$ cat config.mk
export PLATFORM = sky130hd
export DESIGN_NAME = beep_sched
export DESIGN_NICKNAME = d
export VERILOG_FILES = /design/src/rtl/beep_sched.sv
export SDC_FILE = /design/constraint.sdc
export NUM_CORES = 1
export LEC_CHECK = 0
export CAP_MARGIN = 20
export CORE_ASPECT_RATIO = 0.6
export CORE_MARGIN = 3
export CORE_UTILIZATION = 54
export DETAILED_ROUTE_END_ITERATION = 12
export PLACE_DENSITY = 0.79
export SKIP_CTS_REPAIR_TIMING = 1
export SYNTH_ARGS = -nofsm -noshare
export SYNTH_HDL_FRONTEND = slang
export SYNTH_SLANG_ARGS = --single-unit
$ cat constraint.sdc
create_clock -name Clk -period 2.9 [get_ports Clk]
set_input_delay 0.725 -clock Clk [delete_from_list [all_inputs] [get_ports Clk]]
set_output_delay 0.725 -clock Clk [all_outputs]
set_load 0.05 [all_outputs]
$ cat src/rtl/beep_sched.sv
// beep_sched: arbitrates the piezo between two level-held tunes and two queued one-shot beeps.
// Optional build macro BEEP_SCHED_MUTE_EN adds a `mute` input that silences `beep` only.
module beep_sched #(
  parameter int unsigned WRONG_MS = 25,
  parameter int unsigned CORR_MS  = 300,
  parameter int unsigned GAP_MS   = 40
) (
  input  logic       Clk,
  input  logic       rst_n,
  input  logic       tick_ms,
  input  logic       lvl_cong,
  input  logic       lvl_boom,
  input  logic       evt_wrong,
  input  logic       evt_corr,
  input  logic [3:0] tone,
`ifdef BEEP_SCHED_MUTE_EN
  input  logic       mute,
`endif
  output logic [3:0] player_en,
  output logic       beep,
  output logic       busy,
  output logic [1:0] pend_wrong,
  output logic [1:0] pend_corr
);

  typedef enum logic [1:0] {IDLE, EVT, GAP, LVL} state_t;

  localparam logic [9:0] WRONG_LEN = 10'(WRONG_MS);
  localparam logic [9:0] CORR_LEN  = 10'(CORR_MS);
  localparam logic [9:0] GAP_LEN   = 10'(GAP_MS);

  localparam logic [3:0] EN_CONG  = 4'b1000;
  localparam logic [3:0] EN_BOOM  = 4'b0100;
  localparam logic [3:0] EN_WRONG = 4'b0010;
  localparam logic [3:0] EN_CORR  = 4'b0001;

  state_t     state_q, state_d;
  logic [3:0] player_en_q, player_en_d;
  logic [9:0] timer_q, timer_d;
  logic       busy_q, busy_d;
  logic [1:0] pend_wrong_q, pend_wrong_d;
  logic [1:0] pend_corr_q, pend_corr_d;
  logic       dec_wrong, dec_corr;
  logic       inc_wrong, inc_corr;
  logic       lvl_held;

  // NOTE: every signal assigned here gets a default first, so no path can leave it unassigned and infer a latch.
  always_comb begin
    state_d     = state_q;
    player_en_d = player_en_q;
    timer_d     = timer_q;
    dec_wrong   = 1'b0;
    dec_corr    = 1'b0;
    lvl_held    = player_en_q[3] ? lvl_cong : lvl_boom;

    unique case (state_q)
      IDLE: begin
        if (lvl_cong) begin
          state_d     = LVL;
          player_en_d = EN_CONG;
        end else if (lvl_boom) begin
          state_d     = LVL;
          player_en_d = EN_BOOM;
        end else if (pend_wrong_q != 2'd0) begin
          state_d     = EVT;
          player_en_d = EN_WRONG;
          timer_d     = WRONG_LEN;
          dec_wrong   = 1'b1;
        end else if (pend_corr_q != 2'd0) begin
          state_d     = EVT;
          player_en_d = EN_CORR;
          timer_d     = CORR_LEN;
          dec_corr    = 1'b1;
        end
      end

      EVT, GAP: begin
        // A level request aborts the running beep or gap; the event is not requeued.
        if (lvl_cong || lvl_boom) begin
          state_d     = LVL;
          player_en_d = lvl_cong ? EN_CONG : EN_BOOM;
          timer_d     = '0;
        end else if (tick_ms) begin
          if (timer_q <= 10'd1) begin
            player_en_d = '0;
            if (state_q == EVT && GAP_LEN != 10'd0) begin
              state_d = GAP;
              timer_d = GAP_LEN;
            end else begin
              state_d = IDLE;
              timer_d = '0;
            end
          end else begin
            timer_d = timer_q - 10'd1;
          end
        end
      end

      LVL: begin
        if (player_en_q[2] && lvl_cong) begin
          player_en_d = EN_CONG;
        end else if (!lvl_held) begin
          state_d     = IDLE;
          player_en_d = '0;
        end
      end

      default: begin
        state_d     = IDLE;
        player_en_d = '0;
        timer_d     = '0;
      end
    endcase

    // A pulse coinciding with a decrement is accepted even when full, so the count stays put.
    inc_wrong = evt_wrong && (pend_wrong_q != 2'd3 || dec_wrong);
    inc_corr  = evt_corr  && (pend_corr_q  != 2'd3 || dec_corr);

    unique case ({inc_wrong, dec_wrong})
      2'b10:   pend_wrong_d = pend_wrong_q + 2'd1;
      2'b01:   pend_wrong_d = pend_wrong_q - 2'd1;
      default: pend_wrong_d = pend_wrong_q;
    endcase

    unique case ({inc_corr, dec_corr})
      2'b10:   pend_corr_d = pend_corr_q + 2'd1;
      2'b01:   pend_corr_d = pend_corr_q - 2'd1;
      default: pend_corr_d = pend_corr_q;
    endcase

    busy_d = (state_d != IDLE);
  end

  // NOTE: sequential state uses non-blocking assignments so all flops update together at the edge.
  always_ff @(posedge Clk or negedge rst_n) begin
    if (!rst_n) begin
      state_q      <= IDLE;
      player_en_q  <= '0;
      timer_q      <= '0;
      busy_q       <= 1'b0;
      pend_wrong_q <= '0;
      pend_corr_q  <= '0;
    end else begin
      state_q      <= state_d;
      player_en_q  <= player_en_d;
      timer_q      <= timer_d;
      busy_q       <= busy_d;
      pend_wrong_q <= pend_wrong_d;
      pend_corr_q  <= pend_corr_d;
    end
  end

  assign player_en  = player_en_q;
  assign busy       = busy_q;
  assign pend_wrong = pend_wrong_q;
  assign pend_corr  = pend_corr_q;

`ifdef BEEP_SCHED_MUTE_EN
  assign beep = (|(player_en_q & tone)) & ~mute;
`else
  assign beep = |(player_en_q & tone);
`endif

endmodule

==> results of run 1 <==
==> final timing paths <==
check | endpoint | slack [ns] | depth (start not counted)
max | timer_q[9] | 0.48 | 5
min | player_en[1] | 0.53 | 1
max reg2reg | timer_q[9] | 0.71 | 6
min reg2reg | player_en[1] | 0.53 | 1
max in group asynchronous | pend_wrong[1] | 1.88 | 2
min in group asynchronous | timer_q[8] | 0.80 | 2
==> sequential cells by signal, indices dropped and copies added (netlist names) <==
register and cells:
busy 1, pend_corr 2, pend_wrong 2, player_en 4
state_q 2, timer_q 10
==> cells by family after synthesis <==
logic type,Yosys count,share of synthesized area
and+or+nand+nor,53,0.204
AOI/OAI and AO/OA,55,0.284
muxes,6,0.0461
buffers and inverters,18,0.0611
adders and majority gates,5,0.0419
DFF,21,0.352
xor gates and xnor gates,2,0.0117
==> through the flow <==
stage	cell area, sq um	power (mW)
6_report	1770	2.05
5_1_grt	1770	2.19
4_1_cts	1770	2.03
3_5_place_dp	1730	1.82
3_3_place_gp	1730	1.78
2_1_floorplan	1490	1.55
==> power breakdown <==
group	internal (mW)	switching [mW]	leakage [nW]	total, mW
sequential	0.391	0.130	0.252	0.521
combinational	0.579	0.763	0.472	1.34
clock	0.0977	0.0896	0.0228	0.187
total	1.07	0.983	0.747	2.05
==> metal layers <==
metal,vias to the layer above,global-route usage,part of all wire
li1,659,-,-
met1,661,0.365,0.49
met2,70,0.368,0.42
met3,4,0.0641,0.081
met4,0,0.0325,0.0068
met5,-,0,0
==> worst max-delay path, delay by kind of cell <==
kind            cells  cell delay, ns
compound gates      2            0.59
buf+inv             1            0.53
simple gates        2            0.72
==> layout by cell type (no fill, tap or decap), types with 2 or more instances in the layout <==
master	synthesis	routed
a211oi_1	2	2
a21boi_0	3	3
a21oi_1	2	2
a221o_1	2	2
a22oi_1	2	2
a31o_2	2	2
a31oi_1	5	5
a32o_1	2	2
buf_4	0	4
clkbuf_8	0	3
clkdlybuf4s50_1	0	19
dfrtp_1	21	21
ha_1	5	5
inv_1	12	12
mux2_1	3	3
mux2i_1	2	2
nand2_1	11	11
nand2b_1	2	2
nand3_1	8	8
nor2_1	9	9
nor3_1	3	3
nor3b_1	3	3
nor4_1	2	2
o211ai_1	6	6
o21a_1	2	2
o21ai_0	8	8
o221a_2	2	2
o22ai_1	4	4
or2_2	2	2
xnor2_1	2	2
==> cell type report <==
type | count | area, sq um | area share
Clock buffer | 4 | 45.0 | 0.0254
Inverter | 12 | 45.0 | 0.0254
Multi-Input combinational cell | 121 | 877 | 0.495
Sequential cell | 21 | 526 | 0.296
Tap cell | 32 | 40.0 | 0.0226
Timing Repair Buffer | 24 | 240 | 0.135
==> impl_metrics.env, run 1 <==
export IMPL_status="complete, no violations"
export IMPL_netlist_top_cells_area="dfrtp_1 35%, ha_1 4.2%, inv_1 3.0%"
export IMPL_place_ws_ns=0.243
export IMPL_netlist_area_leader_share=0.352
export IMPL_min_path_type="reg -> reg"
export IMPL_relSlewSlack=0.605
export IMPL_power_leakage_nw=0.747
export IMPL_die_area_sq_um=3450
export IMPL_p_per_area_nw_per_um2=1160
export IMPL_synth_edf_count=0
export IMPL_wl_per_cell_microns=17.8
export IMPL_critPathKind="in -> reg"
export IMPL_antenna_found_initial=0
export IMPL_area_delta_synth_final_pct=18.7
export IMPL_synthTopCellsByCount="21 x dfrtp_1, 12 x inv_1, 11 x nand2_1, 9 x nor2_1"
export IMPL_wirelength_microns=3810
export IMPL_final_cells=214
export IMPL_initial_utilization=0.580
export IMPL_rows=14
export IMPL_nNetsFinal=199
export IMPL_grt_pass1_vias=1271
export IMPL_cp_end_kind="flop"
export IMPL_drtIter0Drc=145
export IMPL_synth_nets=176
export IMPL_grt_max_degree=22
export IMPL_cts_tree="yes"
export IMPL_cts_path_max_buffers=2
export IMPL_finClkSkew_ns=0.00495
export IMPL_postRouteAntennaNets=0
export IMPL_maxCapViolCount=0
export IMPL_max_freq_mhz=413
export IMPL_hp_start="player_en[1]"
export IMPL_gp_routability_congestion=0.971
export IMPL_post_synth_instance_area_sq_um=1490
export IMPL_n_antenna_cell=0
export IMPL_finalSetupViolCount=0
export IMPL_vias_per_cell=6.51
export IMPL_timing_hold_ws_ns=0.525
export IMPL_cp_cell_sequence="clkdlybuf4s50_1 -> or3b_4 -> o21a_1 -> and3_2 -> a221o_1"
export IMPL_synth_cell_types=57
export IMPL_grt_usage=0.245
export IMPL_ys_flop_type="dfrtp_1"
export IMPL_syn_instance_count=160
export IMPL_worstPathMaxFanout=10
export IMPL_syn_avg_cell_area_sq_um=9.34
export IMPL_placed_cells=210
export IMPL_clock_sinks=21
export IMPL_r2r_start="state_q[1]"
export IMPL_async_flop_share=1.00
export IMPL_htree_levels=1
export IMPL_fill_cells=201
export IMPL_root_buffer="clkbuf_8"
export IMPL_ys_warn_count=0
export IMPL_postLayoutCoreUtil=0.689
export IMPL_ys_ff_latch=21
export IMPL_clk_pin_slew_worst_paths_ns=0.07
export IMPL_crit_path_max_incr_delay_ns=0.53
export IMPL_drt_first_pass_iters=4
export IMPL_drive_gt1_frac=0.148
export IMPL_finalCritPeriodShare=0.835
export IMPL_clkLatencyLatePin_ns=0.26
export IMPL_tightest_slew_ns=0.588
export IMPL_crit_required_ns=3.04
export IMPL_slowest_stage="clkdlybuf4s50_1"
export IMPL_drc_errors=0
export IMPL_hpwl_microns=2950
export IMPL_rsz0062_at_grt="false"
export IMPL_synth_seq_area_share=0.352
export IMPL_hold_violations=0
export IMPL_slew_viol_final=0
export IMPL_dieWidth_microns=73.9
export IMPL_yosysMostFrequentCell="dfrtp_1"
export IMPL_vias=1394
export IMPL_grt_pass1_wl_microns=6250
export IMPL_io_pins=21
export IMPL_die_y_microns=46.7
export IMPL_irDropWorstVdd_uv=643
export IMPL_tns_ns=0
export IMPL_yosys_area_top_type="dfrtp_1"
export IMPL_setup_slack_ns=0.478
export IMPL_core_area_sq_um=2570
export IMPL_critical_path_arrival_ns=2.56
export IMPL_io_buffers=20
export IMPL_timing_critical_path_from="lvl_boom"
export IMPL_crit_path_start_kind="input port"
export IMPL_gr_total_overflow=0
export IMPL_numCtsBuffers=3
export IMPL_min_period_ns=2.42
Power figures use the tool's default switching activity.
==> run 2, diff against run 1 <==
Clock period 2.9 ns to 2.4 ns, I/O delays scaled along.
==> run 2 against run 1 <==
  * Design area is 4.2% higher
  * Clock skew about the same
  * Utilization is 2.9 points higher
  * Register-to-register slack worse by 0.46 ns
  * Combinational power is 28% higher
  * Sequential share of layout area fell by 1.2 points
  * Setup slack worse by 0.32 ns
  * Final cell count increased by 4.7%
  * Non-clock buffer count up 10
  * Hold slack improved by 0.017 ns
==> impl_metrics.env, run 2 (same netlist as run 1, synthesis figures left out) <==
export IMPL_wirelength_microns=4080
export IMPL_path_buf_inv=1
export IMPL_maxCapViolCount=0
export IMPL_critPathKind="reg -> out"
export IMPL_worstPathMaxFanout=9
export IMPL_use_met1=0.335
export IMPL_root_buffer="clkbuf_8"
export IMPL_numCtsBuffers=3
export IMPL_use_met2=0.371
export IMPL_vias_per_cell=6.54
export IMPL_grt_pass1_vias=1327
export IMPL_p_int_mw=1.37
export IMPL_area_delta_synth_final_pct=23.7
export IMPL_drc_errors=0
export IMPL_finClkSkew_ns=0.00488
export IMPL_core_area_sq_um=2570
export IMPL_pwr_share_comb=0.666
export IMPL_initial_utilization=0.580
export IMPL_max_freq_mhz=446
export IMPL_slew_viol_final=0
export IMPL_p_switching_mw=1.22
export IMPL_p_clk_frac=0.090
export IMPL_grt_usage=0.246
export IMPL_cp_cell_sequence="clkdlybuf4s50_1"
export IMPL_p_per_area_nw_per_um2=1400
export IMPL_post_dp_cell_area_sq_um=1800
export IMPL_n_antenna_cell=0
export IMPL_cts_path_max_buffers=2
export IMPL_relSlewSlack=0.625
export IMPL_io_pins=21
export IMPL_critical_path_arrival_ns=1.64
export IMPL_grt_use_met3=0.0919
export IMPL_largest_reg_flops=10
export IMPL_min_path_type="reg -> reg"
export IMPL_gp_routability_congestion=0.947
export IMPL_final_cells=224
export IMPL_crit_required_ns=1.80
export IMPL_status="complete, no violations"
export IMPL_layout_common_cells="21 x dfrtp_1, 19 x clkdlybuf4s50_1, 14 x buf_4"
export IMPL_top_register="timer_q"
export IMPL_clock_sinks=21
export IMPL_tightest_slew_ns=0.558
export IMPL_postRouteAntennaNets=0
export IMPL_placed_cells=220
export IMPL_seqPwrFrac=0.244
export IMPL_antenna_found_initial=0
export IMPL_nNetsFinal=209
export IMPL_power_leakage_nw=0.797
export IMPL_clk_pin_slew_worst_paths_ns=0.08
export IMPL_die_area_sq_um=3450
export IMPL_rsz0062_at_grt="false"
export IMPL_grt_max_degree=22
export IMPL_cp_end_kind="output port"
export IMPL_min_period_ns=2.24
export IMPL_switching_share=0.472
export IMPL_io_buffers=20
export IMPL_hold_violations=0
export IMPL_cp_top_family="buffers and inverters"
export IMPL_drtIter0Drc=174
export IMPL_layout_commonest_cell="dfrtp_1"
export IMPL_drt_first_pass_iters=5
export IMPL_postLayoutCoreUtil=0.718
export IMPL_wl_per_cell_microns=18.2
export IMPL_rows=14
export IMPL_dieWidth_microns=73.9
export IMPL_crit_path_max_incr_delay_ns=0.87
export IMPL_grt_pass1_wl_microns=6310
export IMPL_finalCritPeriodShare=0.935
export IMPL_clkLatencyLatePin_ns=0.26
export IMPL_die_y_microns=46.7
export IMPL_fill_cells=209
export IMPL_final_cell_area_sq_um=1850
export IMPL_grt_busiest_layer="met2"
export IMPL_timing_hold_ws_ns=0.543
export IMPL_hpwl_microns=3130
export IMPL_slowest_stage="clkdlybuf4s50_1"
export IMPL_finalSetupViolCount=0
export IMPL_drive_gt1_frac=0.193
export IMPL_cts_tree="yes"
export IMPL_htree_levels=1
export IMPL_vias=1465
export IMPL_irDropWorstVdd_uv=734
export IMPL_crit_path_start_kind="flop"
export IMPL_gr_total_overflow=0
## run 2: cell count changes in the layout (fill, tap and decap cells not counted), sizes merged
cell | previous run | this run
buf | 5 | 15
## run 2: final cells by class
| type | count | area [sq um] | area share |
|---|---|---|---|
| repair buffers | 34 | 315 | 0.171 |
| clock buffers | 4 | 45.0 | 0.0244 |
| inverters | 12 | 45.0 | 0.0244 |
| flip-flops and latches | 21 | 526 | 0.284 |
| well taps | 32 | 40.0 | 0.0217 |
| multi-input cells | 121 | 877 | 0.475 |
## run 2: worst paths after layout
| path | startpoint | to | slack (ns) | cells after the start |
|---|---|---|---|---|
| hold reg to reg | player_en[1] | player_en[1] | 0.54 | 1 |
| max in group asynchronous | rst_n | pend_corr[0] | 1.50 | 2 |
| setup / recovery | pend_wrong[0] | pend_wrong[0] | 0.16 | 1 |
| setup reg to reg | state_q[1] | timer_q[9] | 0.25 | 6 |
| min in group asynchronous | rst_n | timer_q[5] | 0.67 | 2 |
| hold / removal | player_en[1] | player_en[1] | 0.54 | 1 |
## run 2: through the flow
stage	power, mW	setup WS, ns	setup TNS (ns)
4_1_cts	2.55	0.162	0
3_3_place_gp	2.23	0.0161	0
2_1_floorplan	1.88	0.199	0
3_5_place_dp	2.29	-0.0589	-0.0957
6_report	2.59	0.157	0
5_1_grt	2.75	0.111	0
## run 2: metal layers
metal,wire length [microns],part of all wire
met5,0,0
met4,64,0.016
met1,1800,0.44
met2,1780,0.44
met3,443,0.11
## run 2: power by group through the flow
stage	Clock, mW	Combinational, mW	Sequential, mW
global placement	0	1.61	0.618
floorplan	0	1.19	0.687
global route	0.250	1.85	0.650
CTS	0.234	1.69	0.624
finish	0.232	1.72	0.631
detailed placement	0	1.66	0.630
